$ cat config.mk
export PLATFORM = sky130hd
export DESIGN_NAME = uart_frame_loader
export DESIGN_NICKNAME = d
export VERILOG_FILES = /design/src/rtl/uart_frame_loader.sv
export SDC_FILE = /design/constraint.sdc
export NUM_CORES = 1
export LEC_CHECK = 0
export CAP_MARGIN = 20
export CORE_ASPECT_RATIO = 0.5
export CORE_MARGIN = 2
export CORE_UTILIZATION = 49
export DETAILED_ROUTE_END_ITERATION = 12
export PLACE_DENSITY = 0.74
export SLEW_MARGIN = 10
export SYNTH_ARGS = -nofsm -noshare
export SYNTH_HDL_FRONTEND = slang
export SYNTH_SLANG_ARGS = --single-unit
export TNS_END_PERCENT = 10
$ cat constraint.sdc
create_clock -name clk_i -period 2.02 [get_ports clk_i]
set_clock_uncertainty 0.05 [all_clocks]
set_input_delay 0.303 -clock clk_i [delete_from_list [all_inputs] [get_ports clk_i]]
set_output_delay 0.303 -clock clk_i [all_outputs]
set_load 0.05 [all_outputs]
$ cat src/rtl/uart_frame_loader.sv
// Drains the UART receive FIFO into the input frame RAM and flags frame completion or timeout.
// Optional trailer checksum verification is enabled by defining UART_FRAME_LOADER_CHECKSUM_EN.
module uart_frame_loader #(
  parameter int unsigned MAX_ROW        = 76800,
  parameter int unsigned A              = 17,
  parameter int unsigned TIMEOUT_CYCLES = 10_000_000
) (
  input  logic         clk_i,
  input  logic         rstn_i,
  input  logic         start_i,
  input  logic         rx_empty_i,
  input  logic [7:0]   rx_rdata_i,
  output logic         rx_rd_en_o,
  output logic         rx_active_o,
  output logic         ram_en_o,
  output logic         ram_we_o,
  output logic [A-1:0] ram_addr_o,
  output logic [7:0]   ram_data_o,
  output logic         busy_o,
  output logic [A:0]   byte_cnt_o,
  output logic         frame_done_o,
  output logic         timeout_o,
  output logic         checksum_err_o
);

  localparam int unsigned CW = A + 1;
  localparam int unsigned TW = $clog2(TIMEOUT_CYCLES + 1);
  localparam logic [CW-1:0] FULL_CNT  = CW'(MAX_ROW);
  localparam logic [TW-1:0] TMO_LIMIT = TW'(TIMEOUT_CYCLES);

  typedef enum logic [2:0] {
    IDLE      = 3'd0,
    WAIT_BYTE = 3'd1,
    WRITE     = 3'd2,
    CHECK     = 3'd3,
    DONE      = 3'd4
  } state_e;

  state_e          state_q, state_d;
  logic            rx_rd_en_q, rx_rd_en_d;
  logic            rx_active_q, rx_active_d;
  logic            ram_en_q, ram_en_d;
  logic            ram_we_q, ram_we_d;
  logic [A-1:0]    ram_addr_q, ram_addr_d;
  logic [7:0]      ram_data_q, ram_data_d;
  logic            busy_q, busy_d;
  logic [CW-1:0]   byte_cnt_q, byte_cnt_d;
  logic            frame_done_q, frame_done_d;
  logic            timeout_q, timeout_d;
  logic [TW-1:0]   tmo_cnt_q, tmo_cnt_d;
  logic [TW-1:0]   tmo_inc;
  logic            tmo_hit;
`ifdef UART_FRAME_LOADER_CHECKSUM_EN
  logic [7:0]      sum_q, sum_d;
  logic            checksum_err_q, checksum_err_d;
`endif

  assign tmo_inc = tmo_cnt_q + TW'(1);
  assign tmo_hit = (tmo_inc == TMO_LIMIT);

  // Next-state and registered-output logic
  always_comb begin
    state_d      = state_q;
    rx_rd_en_d   = 1'b0;
    ram_en_d     = 1'b0;
    ram_we_d     = 1'b0;
    frame_done_d = 1'b0;
    rx_active_d  = rx_active_q;
    ram_addr_d   = ram_addr_q;
    ram_data_d   = ram_data_q;
    byte_cnt_d   = byte_cnt_q;
    timeout_d    = timeout_q;
    tmo_cnt_d    = tmo_cnt_q;
`ifdef UART_FRAME_LOADER_CHECKSUM_EN
    sum_d          = sum_q;
    checksum_err_d = checksum_err_q;
`endif

    case (state_q)
      IDLE: begin
        if (start_i) begin
          byte_cnt_d  = '0;
          timeout_d   = 1'b0;
          tmo_cnt_d   = '0;
          rx_active_d = 1'b1;
          state_d     = WAIT_BYTE;
`ifdef UART_FRAME_LOADER_CHECKSUM_EN
          sum_d          = '0;
          checksum_err_d = 1'b0;
`endif
        end
      end

      WAIT_BYTE: begin
        // A byte present in the same cycle as the timeout takes priority
        if (!rx_empty_i) begin
          rx_rd_en_d = 1'b1;
          ram_en_d   = 1'b1;
          ram_we_d   = 1'b1;
          ram_addr_d = byte_cnt_q[A-1:0];
          ram_data_d = rx_rdata_i;
          byte_cnt_d = byte_cnt_q + CW'(1);
          tmo_cnt_d  = '0;
          state_d    = WRITE;
`ifdef UART_FRAME_LOADER_CHECKSUM_EN
          sum_d = sum_q + rx_rdata_i;
`endif
        end else if (byte_cnt_q != '0) begin
          tmo_cnt_d = tmo_inc;
          if (tmo_hit) begin
            timeout_d   = 1'b1;
            rx_active_d = 1'b0;
            state_d     = IDLE;
          end
        end
      end

      WRITE: begin
        state_d = (byte_cnt_q == FULL_CNT) ? CHECK : WAIT_BYTE;
      end

      CHECK: begin
`ifdef UART_FRAME_LOADER_CHECKSUM_EN
        // Trailer byte is popped but never written to RAM
        if (!rx_empty_i) begin
          rx_rd_en_d = 1'b1;
          tmo_cnt_d  = '0;
          if (rx_rdata_i != sum_q) checksum_err_d = 1'b1;
          state_d = DONE;
        end else begin
          tmo_cnt_d = tmo_inc;
          if (tmo_hit) begin
            timeout_d   = 1'b1;
            rx_active_d = 1'b0;
            state_d     = IDLE;
          end
        end
`else
        frame_done_d = 1'b1;
        rx_active_d  = 1'b0;
        state_d      = DONE;
`endif
      end

      DONE: begin
`ifdef UART_FRAME_LOADER_CHECKSUM_EN
        // Done pulse follows the trailer pop by one cycle
        frame_done_d = 1'b1;
        rx_active_d  = 1'b0;
`endif
        state_d = IDLE;
      end

      default: state_d = IDLE;
    endcase

    busy_d = (state_d != IDLE);
  end

  always_ff @(posedge clk_i or negedge rstn_i) begin
    if (!rstn_i) begin
      state_q      <= IDLE;
      rx_rd_en_q   <= 1'b0;
      rx_active_q  <= 1'b0;
      ram_en_q     <= 1'b0;
      ram_we_q     <= 1'b0;
      ram_addr_q   <= '0;
      ram_data_q   <= '0;
      busy_q       <= 1'b0;
      byte_cnt_q   <= '0;
      frame_done_q <= 1'b0;
      timeout_q    <= 1'b0;
      tmo_cnt_q    <= '0;
    end else begin
      state_q      <= state_d;
      rx_rd_en_q   <= rx_rd_en_d;
      rx_active_q  <= rx_active_d;
      ram_en_q     <= ram_en_d;
      ram_we_q     <= ram_we_d;
      ram_addr_q   <= ram_addr_d;
      ram_data_q   <= ram_data_d;
      busy_q       <= busy_d;
      byte_cnt_q   <= byte_cnt_d;
      frame_done_q <= frame_done_d;
      timeout_q    <= timeout_d;
      tmo_cnt_q    <= tmo_cnt_d;
    end
  end

`ifdef UART_FRAME_LOADER_CHECKSUM_EN
  always_ff @(posedge clk_i or negedge rstn_i) begin
    if (!rstn_i) begin
      sum_q          <= '0;
      checksum_err_q <= 1'b0;
    end else begin
      sum_q          <= sum_d;
      checksum_err_q <= checksum_err_d;
    end
  end

  assign checksum_err_o = checksum_err_q;
`else
  assign checksum_err_o = 1'b0;
`endif

  assign rx_rd_en_o   = rx_rd_en_q;
  assign rx_active_o  = rx_active_q;
  assign ram_en_o     = ram_en_q;
  assign ram_we_o     = ram_we_q;
  assign ram_addr_o   = ram_addr_q;
  assign ram_data_o   = ram_data_q;
  assign busy_o       = busy_q;
  assign byte_cnt_o   = byte_cnt_q;
  assign frame_done_o = frame_done_q;
  assign timeout_o    = timeout_q;

endmodule

==> flow_summary.ini <==
[outcome]
outcome = finished with violations
violations = setup timing

[finish]
areaGrowthSynthToFinish_pct = 48.8
multi_input_area_mm2 = 0.00203
fraction_of_layout_instances_using_a_drive_strength_above_1_pct = 27.5
num-nets-final = 611
fin_cells = 712
layout.filler_cells = 527
antenna_cells = 0
regArea_mm2 = 0.00188

[synth]
synthDominantAreaCellType = dfrtp_1
post-synth-top-area-fraction_pct = 47.5
synth_top_flop_cell = dfrtp_1
synth_edf_count = 0
synth_area_mm2 = 0.00396
post-synth-top-count-cell = nand2_1
synth_area_leaders = dfrtp_1 47%, nand2_1 9.8%, o21ai_0 5.2%
yosysUniqueCellTypes = 58
post_synthesis_register_bit_count = 75
synth.yosys.seq_area_share_pct = 47.5
syn-instance-count = 450
nets_in_the_synthesized_netlist = 465
synth_warnings = 0
synthArstFlopShare_pct = 100
syn_area_per_cell_um2 = 8.79
synth_common_cells = 103 x nand2_1, 75 x dfrtp_1, 41 x o21ai_0

[setup_path]
worst-setup-path-type = register to register
timing.critical_path.mode_cell = buf_6
critical-path-slowest-cell = dfrtp_2
worst-r2r-setup-slack_ps = -80
r2r_worst_path_depth = 10
data_arrival_time_of_the_worst_path_ps = 2260
timing.critical_path.max_delay_family = buffers and inverters
worstSetupPathDepth = 10
crit_path_cell_trace = inv_2 -> ha_4 -> nor4b_4 -> nand4_1 -> buf_6 -> o31ai_4 -> buf_6 -> or2_4 -> buf_12 -> o41ai_1
critical_path_required_ps = 2180
worst_r2r_endpoint = tmo_cnt_q[6]$_DFFE_PN0P_
path_max_fanout = 6
critical-path-max-stage-delay_ps = 410
worstReg2RegStart = byte_cnt_o[0]$_DFFE_PN0P_
endpoint_kind = register
cp.buffers_inverters = 4
startpoint_type = register

[sta]
rsz_0062_raised_after_global_routing = yes
fin_tns_setup_ps = -1250
final_max_tran_viols = 0
final_ws_setup_ps = -78.7
whs_ps = 404
maximum_clock_frequency_ghz = 0.476
report.final.hold_viol_count = 0
final_setup_viols = 26
period_minus_slack_ps = 2100
final_min_period_over_clock_period_pct = 104
worst_pin_slew_ps = 521
maxSlewHeadroom_pct = 65.1

[clock_network]
clockBufferDepth = 2
cts_made_buffers = 9
clkLatencyLatePin_ps = 340
cts_root_buf = clkbuf_16
cts.htree.levels = 3
clock_sinks = 75
tritoncts_clock_tree = done
worst_setup_hold_path_clk_slew_ps = 60

[drt]
drt_drc_violations_left = 0
vias_per_cell = 5.60
wire_per_inst_um = 15.8
vias = 3984
drt_pre_antenna_iters = 5
detail_route.wirelength_um = 11200
drtIter0Drc = 276
final_antenna_net_count = 0

[power]
power.density_mw_per_mm2 = 1070
power.switching_fraction_pct = 39.1
part_of_the_power_in_combinational_logic_pct = 44.0
vdd_ir_drop_max_mv = 0.634
power_leakage_nw = 2.90
cell_internal_pwr_mw = 3.84
p_sw_mw = 2.47
power_frac_clock_pct = 27.1
power.share.sequential_pct = 29.0

[floorplanning]
top_level_ports = 63
die_area_mm2 = 0.00885
initial_utilization_pct = 50.0
core-area_mm2 = 0.00791
die_x_um = 131
num_rows = 23
die_height_um = 67.5

[placed_design]
place_congestion = 0.935
dp_hpwl_um = 7430
place.port_buffers = 61
place.detailed.instances = 680

[global_route]
maximum_number_of_pins_on_one_net_before_global_route_repair = 34
global_route.overflow_total = 0
global_route.usage.met3_pct = 6.02
antenna_found_initial = 0
grt-busiest-layer = met2
grt_use_met1_pct = 31.1
grt_util_all_layers_pct = 24.9
first_pass_grt_wire_length_um = 16800
globalRouteMet2Util_pct = 42.0
via_count_of_the_first_global_routing_pass = 3594

[min_path]
min-delay-path-class = input pin to asynchronous set/reset pin

[flow_run]
cap_viol_max_count = 0
metrics by stage:
step	area, um2	utilization, %	setup WS [ps]	power [mW]
after floorplan	4000	-	-106	3.38
after global placement	5240	66.2	-266	4.21
after detailed placement	5240	66.2	-299	4.25
after CTS	5680	71.8	-29.8	6.09
after global routing	5890	74.4	-160	6.62
final	5890	74.4	-78.7	6.31
flip-flops by register name (all words and copies together), names as in the netlist:
signal	cells
busy_o	1
byte_cnt_o	18
rx_active_o	1
frame_done_o	1
tmo_cnt_q	24
ram_data_o	8
state_q	3
ram_addr_o	17
ram_we_o	1
timeout_o	1
power by group through the flow:
stage	combinational, mW	clock (mW)	sequential [mW]
floorplan	0.971	0	2.41
global placement	2.37	0	1.84
detailed placement	2.40	0	1.84
CTS	2.54	1.73	1.82
global route	2.97	1.80	1.85
finish	2.77	1.71	1.83
layout by cell type, fill, tap and decap left out, types with 3 or more instances in the layout:
| master | synthesis | final |
|---|---|---|
| a21oi_1 | 9 | 8 |
| a31oi_1 | 8 | 8 |
| and3_1 | 7 | 7 |
| and4_4 | 0 | 3 |
| buf_12 | 0 | 3 |
| buf_4 | 5 | 99 |
| buf_6 | 1 | 6 |
| clkbuf_16 | 0 | 9 |
| clkdlybuf4s50_1 | 0 | 44 |
| clkinv_4 | 0 | 3 |
| dfrtp_1 | 75 | 70 |
| dfrtp_2 | 0 | 5 |
| dlymetal6s2s_1 | 0 | 11 |
| inv_1 | 6 | 4 |
| inv_2 | 1 | 3 |
| nand2_1 | 103 | 103 |
| nand3_1 | 13 | 13 |
| nand3b_1 | 4 | 4 |
| nand4_1 | 17 | 17 |
| nand4b_1 | 4 | 4 |
| nor2_1 | 35 | 34 |
| nor2_4 | 1 | 3 |
| nor3_1 | 5 | 4 |
| o211ai_1 | 5 | 5 |
| o21ai_0 | 41 | 30 |
| o21ai_1 | 0 | 9 |
| o31ai_1 | 9 | 5 |
| o31ai_2 | 1 | 4 |
| or3_1 | 6 | 6 |
| xnor2_1 | 8 | 8 |
| xor2_1 | 11 | 11 |
routing by layer:
| layer | share of wire [%] | wire length, um |
|---|---|---|
| met1 | 44 | 4940 |
| met2 | 48 | 5390 |
| met3 | 6.2 | 694 |
| met4 | 1.9 | 215 |
| met5 | 0 | 0 |
cell type report:
type	count	area share (%)
clock inverter	6	1.55
inverter	7	0.446
multi-input combinational	336	34.5
tap	112	2.38
timing repair buffer	167	25.3
clock buffer	9	3.83
sequential	75	32.0
logic make-up (layout without fill, tap and decap cells):
kind of cell,Yosys count,in the layout,synth area share [%]
AND/OR/NAND/NOR,220,220,27.5
flip-flops,75,75,47.5
other,1,1,0.0948
XOR/XNOR,19,19,4.21
adder cells (fa/ha/maj),3,3,0.949
multiplexers,1,1,0.253
AO/OA/AOI/OAI,92,92,14.8
buffers and inverters,39,189,4.75
how the worst max path moves through the flow:
stage | start | endpoint
floorplan | byte_cnt_o[13]$_DFFE_PN0P_ | tmo_cnt_q[9]$_DFFE_PN0P_
global placement | byte_cnt_o[0]$_DFFE_PN0P_ | timeout_o$_DFFE_PN0P_
detailed placement | byte_cnt_o[0]$_DFFE_PN0P_ | tmo_cnt_q[12]$_DFFE_PN0P_
CTS | byte_cnt_o[1]$_DFFE_PN0P_ | timeout_o$_DFFE_PN0P_
global route | byte_cnt_o[1]$_DFFE_PN0P_ | tmo_cnt_q[10]$_DFFE_PN0P_
finish | byte_cnt_o[0]$_DFFE_PN0P_ | tmo_cnt_q[6]$_DFFE_PN0P_
what timing repair did:
item,in CTS,in global routing
gates cloned,0,1
endpoints found under the hold margin,30,0
setup endpoints to repair,30,43
hold buffers,1,0
pin swaps,9,18
buffers inserted,7,8
gates resized for setup,14,49
(Power assumes the default switching activity.)
